**src/rtl/health_pkg.sv**
```systemverilog
// health_pkg: shared state encoding and default parameters for the health tracker
package health_pkg;
  typedef enum logic [1:0] {INIT, ALIVE, INVULN, DEAD} health_state_t;
  localparam int DEFAULT_MAX_HEALTH = 3;
  localparam int DEFAULT_INVULN_CYCLES = 60;
endpackage

```
**src/rtl/invuln_timer.sv**
```systemverilog
// invuln_timer: loadable down-counter that holds at zero; done_o flags an empty window
module invuln_timer import health_pkg::*; #(
  parameter int IW = 6,
  parameter logic [IW-1:0] LOAD_VAL = '0
) (
  input  logic clk_i,
  input  logic rst_ni,
  input  logic clear_i,
  input  logic load_i,
  input  logic en_i,
  output logic done_o
);
  logic [IW-1:0] cnt_q, cnt_d;
  // next count: clear wins, then load, then decrement while enabled and non-zero
  always_comb begin
    cnt_d = clear_i ? '0 : load_i ? LOAD_VAL : (en_i && cnt_q != '0) ? cnt_q - IW'(1) : cnt_q;
  end
  // counter register with synchronous active-low reset
  always_ff @(posedge clk_i) begin
    if (!rst_ni) cnt_q <= '0;
    else cnt_q <= cnt_d;
  end
  assign done_o = cnt_q == '0;
endmodule

```
**src/rtl/health_tracker.sv**
```systemverilog
// health_tracker: health/invulnerability FSM; heal support enabled by macro HEALTH_TRACKER_HEAL_EN
module health_tracker import health_pkg::*; #(
  parameter int MAX_HEALTH = DEFAULT_MAX_HEALTH,
  parameter int INVULN_CYCLES = DEFAULT_INVULN_CYCLES,
  localparam int HW = $clog2(MAX_HEALTH + 1),
  localparam int IW = $clog2(INVULN_CYCLES + 1)
) (
  input  logic          Clk,
  input  logic          Reset_n,
  input  logic          restart,
  input  logic          collision,
  input  logic [HW-1:0] dmg,
  input  logic          heal,
  output logic [HW-1:0] healthCount,
  output logic          gameEnd,
  output logic          invulnerable,
  output logic          hitPulse
);
  localparam logic [HW-1:0] MAXV = HW'(MAX_HEALTH);
  localparam logic [HW-1:0] ONE = HW'(1);
  health_state_t state_q;
  logic [HW-1:0] health_q, dmg_eff, hit_health, hit_heal, cur_heal;
  logic coll_q, game_end_q, invuln_q, hit_q, rise, load, done;
  // damage arithmetic: zero damage counts as one, result saturates at zero
  always_comb begin
    rise = collision & ~coll_q;
    dmg_eff = (dmg == '0) ? ONE : dmg;
    hit_health = (dmg_eff >= health_q) ? '0 : health_q - dmg_eff;
    load = (state_q == ALIVE) && rise && (hit_health != '0) && !restart;
  end
`ifdef HEALTH_TRACKER_HEAL_EN
  assign hit_heal = (heal && hit_health != MAXV) ? hit_health + ONE : hit_health;
  assign cur_heal = (heal && health_q != MAXV) ? health_q + ONE : health_q;
`else
  logic unused_heal;
  assign unused_heal = heal;
  assign hit_heal = hit_health;
  assign cur_heal = health_q;
`endif
  invuln_timer #(.IW(IW), .LOAD_VAL(IW'(INVULN_CYCLES - 1))) u_timer (
    .clk_i(Clk),
    .rst_ni(Reset_n),
    .clear_i(restart),
    .load_i(load),
    .en_i(state_q == INVULN),
    .done_o(done)
  );
  // main FSM with registered outputs; restart overrides every state
  always_ff @(posedge Clk) begin
    if (!Reset_n) begin
      state_q <= INIT;
      health_q <= MAXV;
      game_end_q <= 1'b0;
      invuln_q <= 1'b0;
      hit_q <= 1'b0;
      coll_q <= 1'b1;
    end else begin
      coll_q <= collision;
      hit_q <= 1'b0;
      if (restart) begin
        state_q <= INIT;
        health_q <= MAXV;
        game_end_q <= 1'b0;
        invuln_q <= 1'b0;
      end else begin
        case (state_q)
          INIT: state_q <= ALIVE;
          ALIVE: begin
            if (rise) begin
              hit_q <= 1'b1;
              if (hit_health == '0) begin
                state_q <= DEAD;
                health_q <= '0;
                game_end_q <= 1'b1;
              end else begin
                state_q <= INVULN;
                health_q <= hit_heal;
                invuln_q <= 1'b1;
              end
            end else health_q <= cur_heal;
          end
          INVULN: begin
            health_q <= cur_heal;
            if (done) begin
              state_q <= ALIVE;
              invuln_q <= 1'b0;
            end
          end
          default: ;
        endcase
      end
    end
  end
  assign healthCount = health_q;
  assign gameEnd = game_end_q;
  assign invulnerable = invuln_q;
  assign hitPulse = hit_q;
endmodule

```
**config.mk**
```make
export PLATFORM = sky130hd
export DESIGN_NAME = health_tracker
export DESIGN_NICKNAME = d
export VERILOG_FILES = /design/src/rtl/health_pkg.sv /design/src/rtl/invuln_timer.sv /design/src/rtl/health_tracker.sv
export SDC_FILE = /design/constraint.sdc
export NUM_CORES = 1
export LEC_CHECK = 0
export CORE_MARGIN = 4
export CORE_UTILIZATION = 45
export CTS_CLUSTER_DIAMETER = 50
export DETAILED_ROUTE_END_ITERATION = 16
export PLACE_DENSITY = 0.8
export SYNTH_ARGS = -nofsm -noshare
export SYNTH_HDL_FRONTEND = slang
export SYNTH_SLANG_ARGS = --single-unit
```
**constraint.sdc**
```tcl
create_clock -name Clk -period 3.5 [get_ports Clk]
set_clock_uncertainty 0.1 [all_clocks]
set_input_delay 0.525 -clock Clk [delete_from_list [all_inputs] [get_ports Clk]]
set_output_delay 0.525 -clock Clk [all_outputs]
set_load 0.005 [all_outputs]
```
After elaboration in Yosys (flattened, before gate mapping)

Cells that the tools add are included.

$add $sub $neg: 2
Reductions and logical operators: 21
Order comparisons: 1
Equality and inequality tests: 5
Bitwise operators: 4
Mux-type cells: 14

Operators by type and width:

| cell                                                                  | number |
|---|---|
| 6-bit 2-to-1 mux                                                      | 2 |
| 2-bit 2-to-1 mux                                                      | 5 |
| 2-bit zero test                                                       | 3 |
| 6-bit zero test                                                       | 1 |
| 2-bit inequality test, second input constant                          | 3 |
| 2-bit one-hot mux with 3 select lines                                 | 1 |
| 3-bit AND reduction                                                   | 2 |
| 2-bit nonzero test                                                    | 3 |
| 6-bit nonzero test                                                    | 1 |
| 3-bit OR reduction                                                    | 2 |
| 6-bit by 1-bit subtractor with 6-bit output, second input constant    | 1 |
| 1-bit 2-to-1 mux                                                      | 5 |
| 1-bit logical AND                                                     | 4 |
| 4-bit AND reduction                                                   | 1 |
| 1-bit inverter                                                        | 3 |
| 3-bit nonzero test                                                    | 1 |
| 2-bit by 1-bit equality test with 1-bit output, second input constant | 1 |
| 2-bit equality test, second input constant                            | 1 |
| 2-bit >= comparator                                                   | 1 |
| 1-bit one-hot mux with 2 select lines                                 | 1 |
| 2-bit AND reduction                                                   | 1 |
| 2-bit OR reduction                                                    | 1 |
| 2-bit subtractor                                                      | 1 |
| 1-bit AND                                                             | 1 |
| 1-bit zero test                                                       | 1 |

Register bits: 14
Bits of input ports: 7
Output and inout bits: 5

Depth between registers and ports, before layout

Depth in word-level cells: 8
Mapped depth: 8
Gate-level depth less buffers: 8

Hierarchy

A second synthesis with hierarchy kept.

Cells, all modules: 82
Area total of the unflattened synthesis: 758.2 µm²

Modules (own cells, without submodules):

| module         | cells an instance | area each (µm²) | times used |
|---|---|---|---|
| health_tracker | 41                | 400.4           | 1 |
| invuln_timer   | 41                | 357.8           | 1 |

Worst setup path after synthesis

No wires, ideal clock.

Path kind: in2reg
Start: in dmg[0]
End: reg invuln_q, in the netlist invulnerable
Arrival time: 1888 ps
Slack: 1381 ps
Data required time: 3269 ps
Stages on the path: 8
Path through: nand2b_1 ha_1 inv_1 fa_1 nor2b_1 o211ai_4 nor2b_4 nor3_2

Cells in the longest elaborated chain, start to end: 7

Ends and longest elaborated chain:

| what                                                           | line                 | source |
|---|---|---|
| start: declaration                                             | health_tracker.sv:12 | `input logic [HW-1:0] dmg,` |
| 2-bit zero test                                                | health_tracker.sv:27 | `dmg_eff = (dmg == '0) ? ONE : dmg;` |
| 2-bit 2-to-1 mux (*)                                           | health_tracker.sv:27 |  |
| 2-bit subtractor / 2-bit >= comparator (equally long branches) | health_tracker.sv:28 | `hit_health = (dmg_eff >= health_q) ? '0 : health_q - dmg_eff;` |
| 2-bit 2-to-1 mux (*)                                           | health_tracker.sv:28 |  |
| 2-bit zero test (*)                                            | health_tracker.sv:71 | `if (hit_health == '0) begin` |
| 2-bit inequality test (no line) (*)                            | -                    |  |
| 4-bit AND reduction (no line) (*)                              | -                    |  |
| end signal: assignment                                         | health_tracker.sv:64 | `invuln_q <= 1'b0;` |
| end signal: assignment                                         | health_tracker.sv:78 | `invuln_q <= 1'b1;` |
| end signal: assignment                                         | health_tracker.sv:86 | `invuln_q <= 1'b0;` |
| end: declaration                                               | health_tracker.sv:23 | `logic coll_q, game_end_q, invuln_q, hit_q, rise, load, done;` |

Mark *: on every way between the ends. The rest lies on a longest branch, timed or not.
A chain may end at the register's enable or synchronous reset.

Worst setup path after layout

Start: in dmg[1]
End: reg invuln_q, in the netlist invulnerable

Same word-level chain as after synthesis.

==> impl_metrics.env <==
export IMPL_status="finished clean"
export IMPL_ys_async_sr_fraction=0
export IMPL_synth_top_family_by_area="simple AND/OR/NAND/NOR gates"
export IMPL_synth_common_cells="dfxtp_1, nor2_1, a21oi_1"
export IMPL_fin_crit_sh=0.684
export IMPL_root_buffer="clkbuf_4"
export IMPL_antenna_found_initial=0
export IMPL_setup_violations=0
export IMPL_ys_ff_latch=14
export IMPL_finalCriticalPeriod_ps=2390
export IMPL_start_kind="primary input"
export IMPL_synthAdderAreaFrac=0.0940
export IMPL_yosys_area_top_type="dfxtp_1"
export IMPL_fmax_ghz=0.418
export IMPL_dr_pass1_iters=4
export IMPL_antenna_left=0
export IMPL_ioPinCount=12
export IMPL_wl_per_cell_um=12.3
export IMPL_slew_headroom=0.673
export IMPL_drt_met1_wl_um=612
export IMPL_syn_avg_cell_area_um2=9.68
export IMPL_final_nets=103
export IMPL_worstMarginPinSlew_ps=490
export IMPL_place_gp_congestion=0.742
export IMPL_endpoint_kind="register"
export IMPL_holdBufCountCts=0
export IMPL_synthMuxAreaShare=0.0604
export IMPL_synth_area_leaders="dfxtp_1, ha_1, a21oi_1"
export IMPL_numCtsBuffers=3
export IMPL_ys_seq_area_frac=0.376
export IMPL_hold_class="reg -> reg"
export IMPL_num_vias=573
export IMPL_drtIter0Drc=14
export IMPL_max_cap_violations=0
export IMPL_cts_tree="yes"
export IMPL_synth_cells=77
export IMPL_slew_violations=0
export IMPL_drive_gt1_frac=0.135
export IMPL_critPathRequiredTime_ps=3550
export IMPL_grt_pass1_vias=528
export IMPL_p_per_area_mw_per_mm2=310
export IMPL_synthFlopType="dfxtp_1"
export IMPL_synth_area_um2=746
export IMPL_area_growth_pct=18.6
export IMPL_synth_xor_area_frac=0.0117
export IMPL_htree_levels=1
export IMPL_die_area_mm2=0.00237
export IMPL_peakVddDrop_mv=0.206
export IMPL_grt_pass1_wl_um=2200
export IMPL_die_h_um=48.7
export IMPL_drc=0
export IMPL_synth_compound_area_frac=0.154
export IMPL_met3_length_um=62
export IMPL_clk_transition_reported_paths_ps=80
export IMPL_cts_buffer_depth=2
export IMPL_coreArea_mm2=0.00154
export IMPL_synth_most_common_cell="dfxtp_1"
export IMPL_antenna_cells=0
export IMPL_crit_fanout=7
export IMPL_power_leakage_nw=0.344
export IMPL_worstPathArrival_ps=2440
export IMPL_power_uw=274
export IMPL_fillers=144
export IMPL_die_width_um=48.7
export IMPL_synth_top_cell_area_share=0.376
export IMPL_hold_viol=0
export IMPL_wl_um=1300
export IMPL_grt_total_usage=0.115
export IMPL_overflow=0
export IMPL_synth_simple_area_share=0.263
export IMPL_synth_edff_count=0
export IMPL_setup_tns_ps=0
export IMPL_maxUsedRoutingLayer="met4"
export IMPL_initial_utilization=0.484
export IMPL_cts_sinks=14
export IMPL_yosysWarningCount=0
export IMPL_ys_types=29
export IMPL_hpwl_um=1030
export IMPL_rsz0062_at_grt="false"
export IMPL_portBuffers=10
export IMPL_worstSetupPathType="in -> reg"
export IMPL_cts_repair_resized=0
export IMPL_synth_fp_nets=89
export IMPL_insertion_delay_ps=270
export IMPL_rows=14
export IMPL_cts_setup_buffers=0
export IMPL_via_per_inst=5.46
export IMPL_wl_met2_um=604
export IMPL_grt_max_degree=13
==> report_power, final <==
part | leakage [nW] | total, mW | internal (mW) | switching (mW)
registers | 0.113 | 0.163 | 0.161 | 0.00164
logic | 0.216 | 0.0230 | 0.0122 | 0.0108
clock network | 0.0138 | 0.0887 | 0.0398 | 0.0490
==> critical path: stages <==
cell and delay, ps:
clkdlybuf4s50_1 490, nand2b_1 70, ha_1 170, inv_1 60, fa_1 430, nor2b_1 190
o211ai_4 270, nor2b_4 200, nor3_2 40
==> area by class of cell <==
cell class	count	area (µm²)	share of cell area
Clock buffer	3	22.5	0.0255
Inverter	7	26.3	0.0297
Multi-Input combinational cell	55	435	0.492
Sequential cell	14	280	0.317
Tap cell	16	20.0	0.0226
Timing Repair Buffer	10	100	0.113
==> per-layer routing <==
metal | global-route usage | up-vias
met4 | 0.0538 | 0
li1 | - | 292
met3 | 0.0184 | 2
met2 | 0.172 | 11
met1 | 0.160 | 268
met5 | 0 | -
==> placed cells by master (no fill, tap or decap), types with 2 or more instances in the layout <==
cell / count
clkbuf_4: 3
o21ai_0: 2
a21oi_2: 2
ha_1: 4
inv_1: 7
nor2_1: 9
a21oi_1: 8
mux2i_1: 3
clkdlybuf4s50_1: 10
nand2b_1: 4
nand2_1: 4
nor3_1: 2
dfxtp_1: 14
==> final timing paths <==
path	slack, ps	cells past startpoint	from	end
setup / recovery	1110	9	dmg[1]	invulnerable
hold / removal	390	2	gameEnd	gameEnd
setup reg to reg	1530	8	healthCount[0]	invulnerable
hold reg to reg	390	2	gameEnd	gameEnd
==> logic make-up after synthesis <==
kind of cell | count (synthesis)
AOI/OAI and AO/OA | 16
DFF | 14
adders and majority gates | 5
buffers and inverters | 8
and+or+nand+nor | 29
muxes | 4
xor gates and xnor gates | 1
==> flip-flops by register name (all words and copies together), names as in the netlist <==
register,count
coll_q,1
gameEnd,1
healthCount,2
hitPulse,1
invulnerable,1
state_q,2
u_timer.cnt_q,6
==> through the flow <==
step | instances | utilization | hold WS, ps | cell area (µm²) | worst slack [ps]
floorplan | 77 | - | 360 | 746 | 1380
global placement | 102 | 0.559 | 352 | 862 | 862
detailed placement | 102 | 0.559 | 369 | 862 | 803
CTS | 105 | 0.574 | 387 | 885 | 1090
global route | 105 | 0.574 | 422 | 885 | 1010
finish | 105 | 0.574 | 385 | 885 | 1110
(Power assumes the default switching activity.)
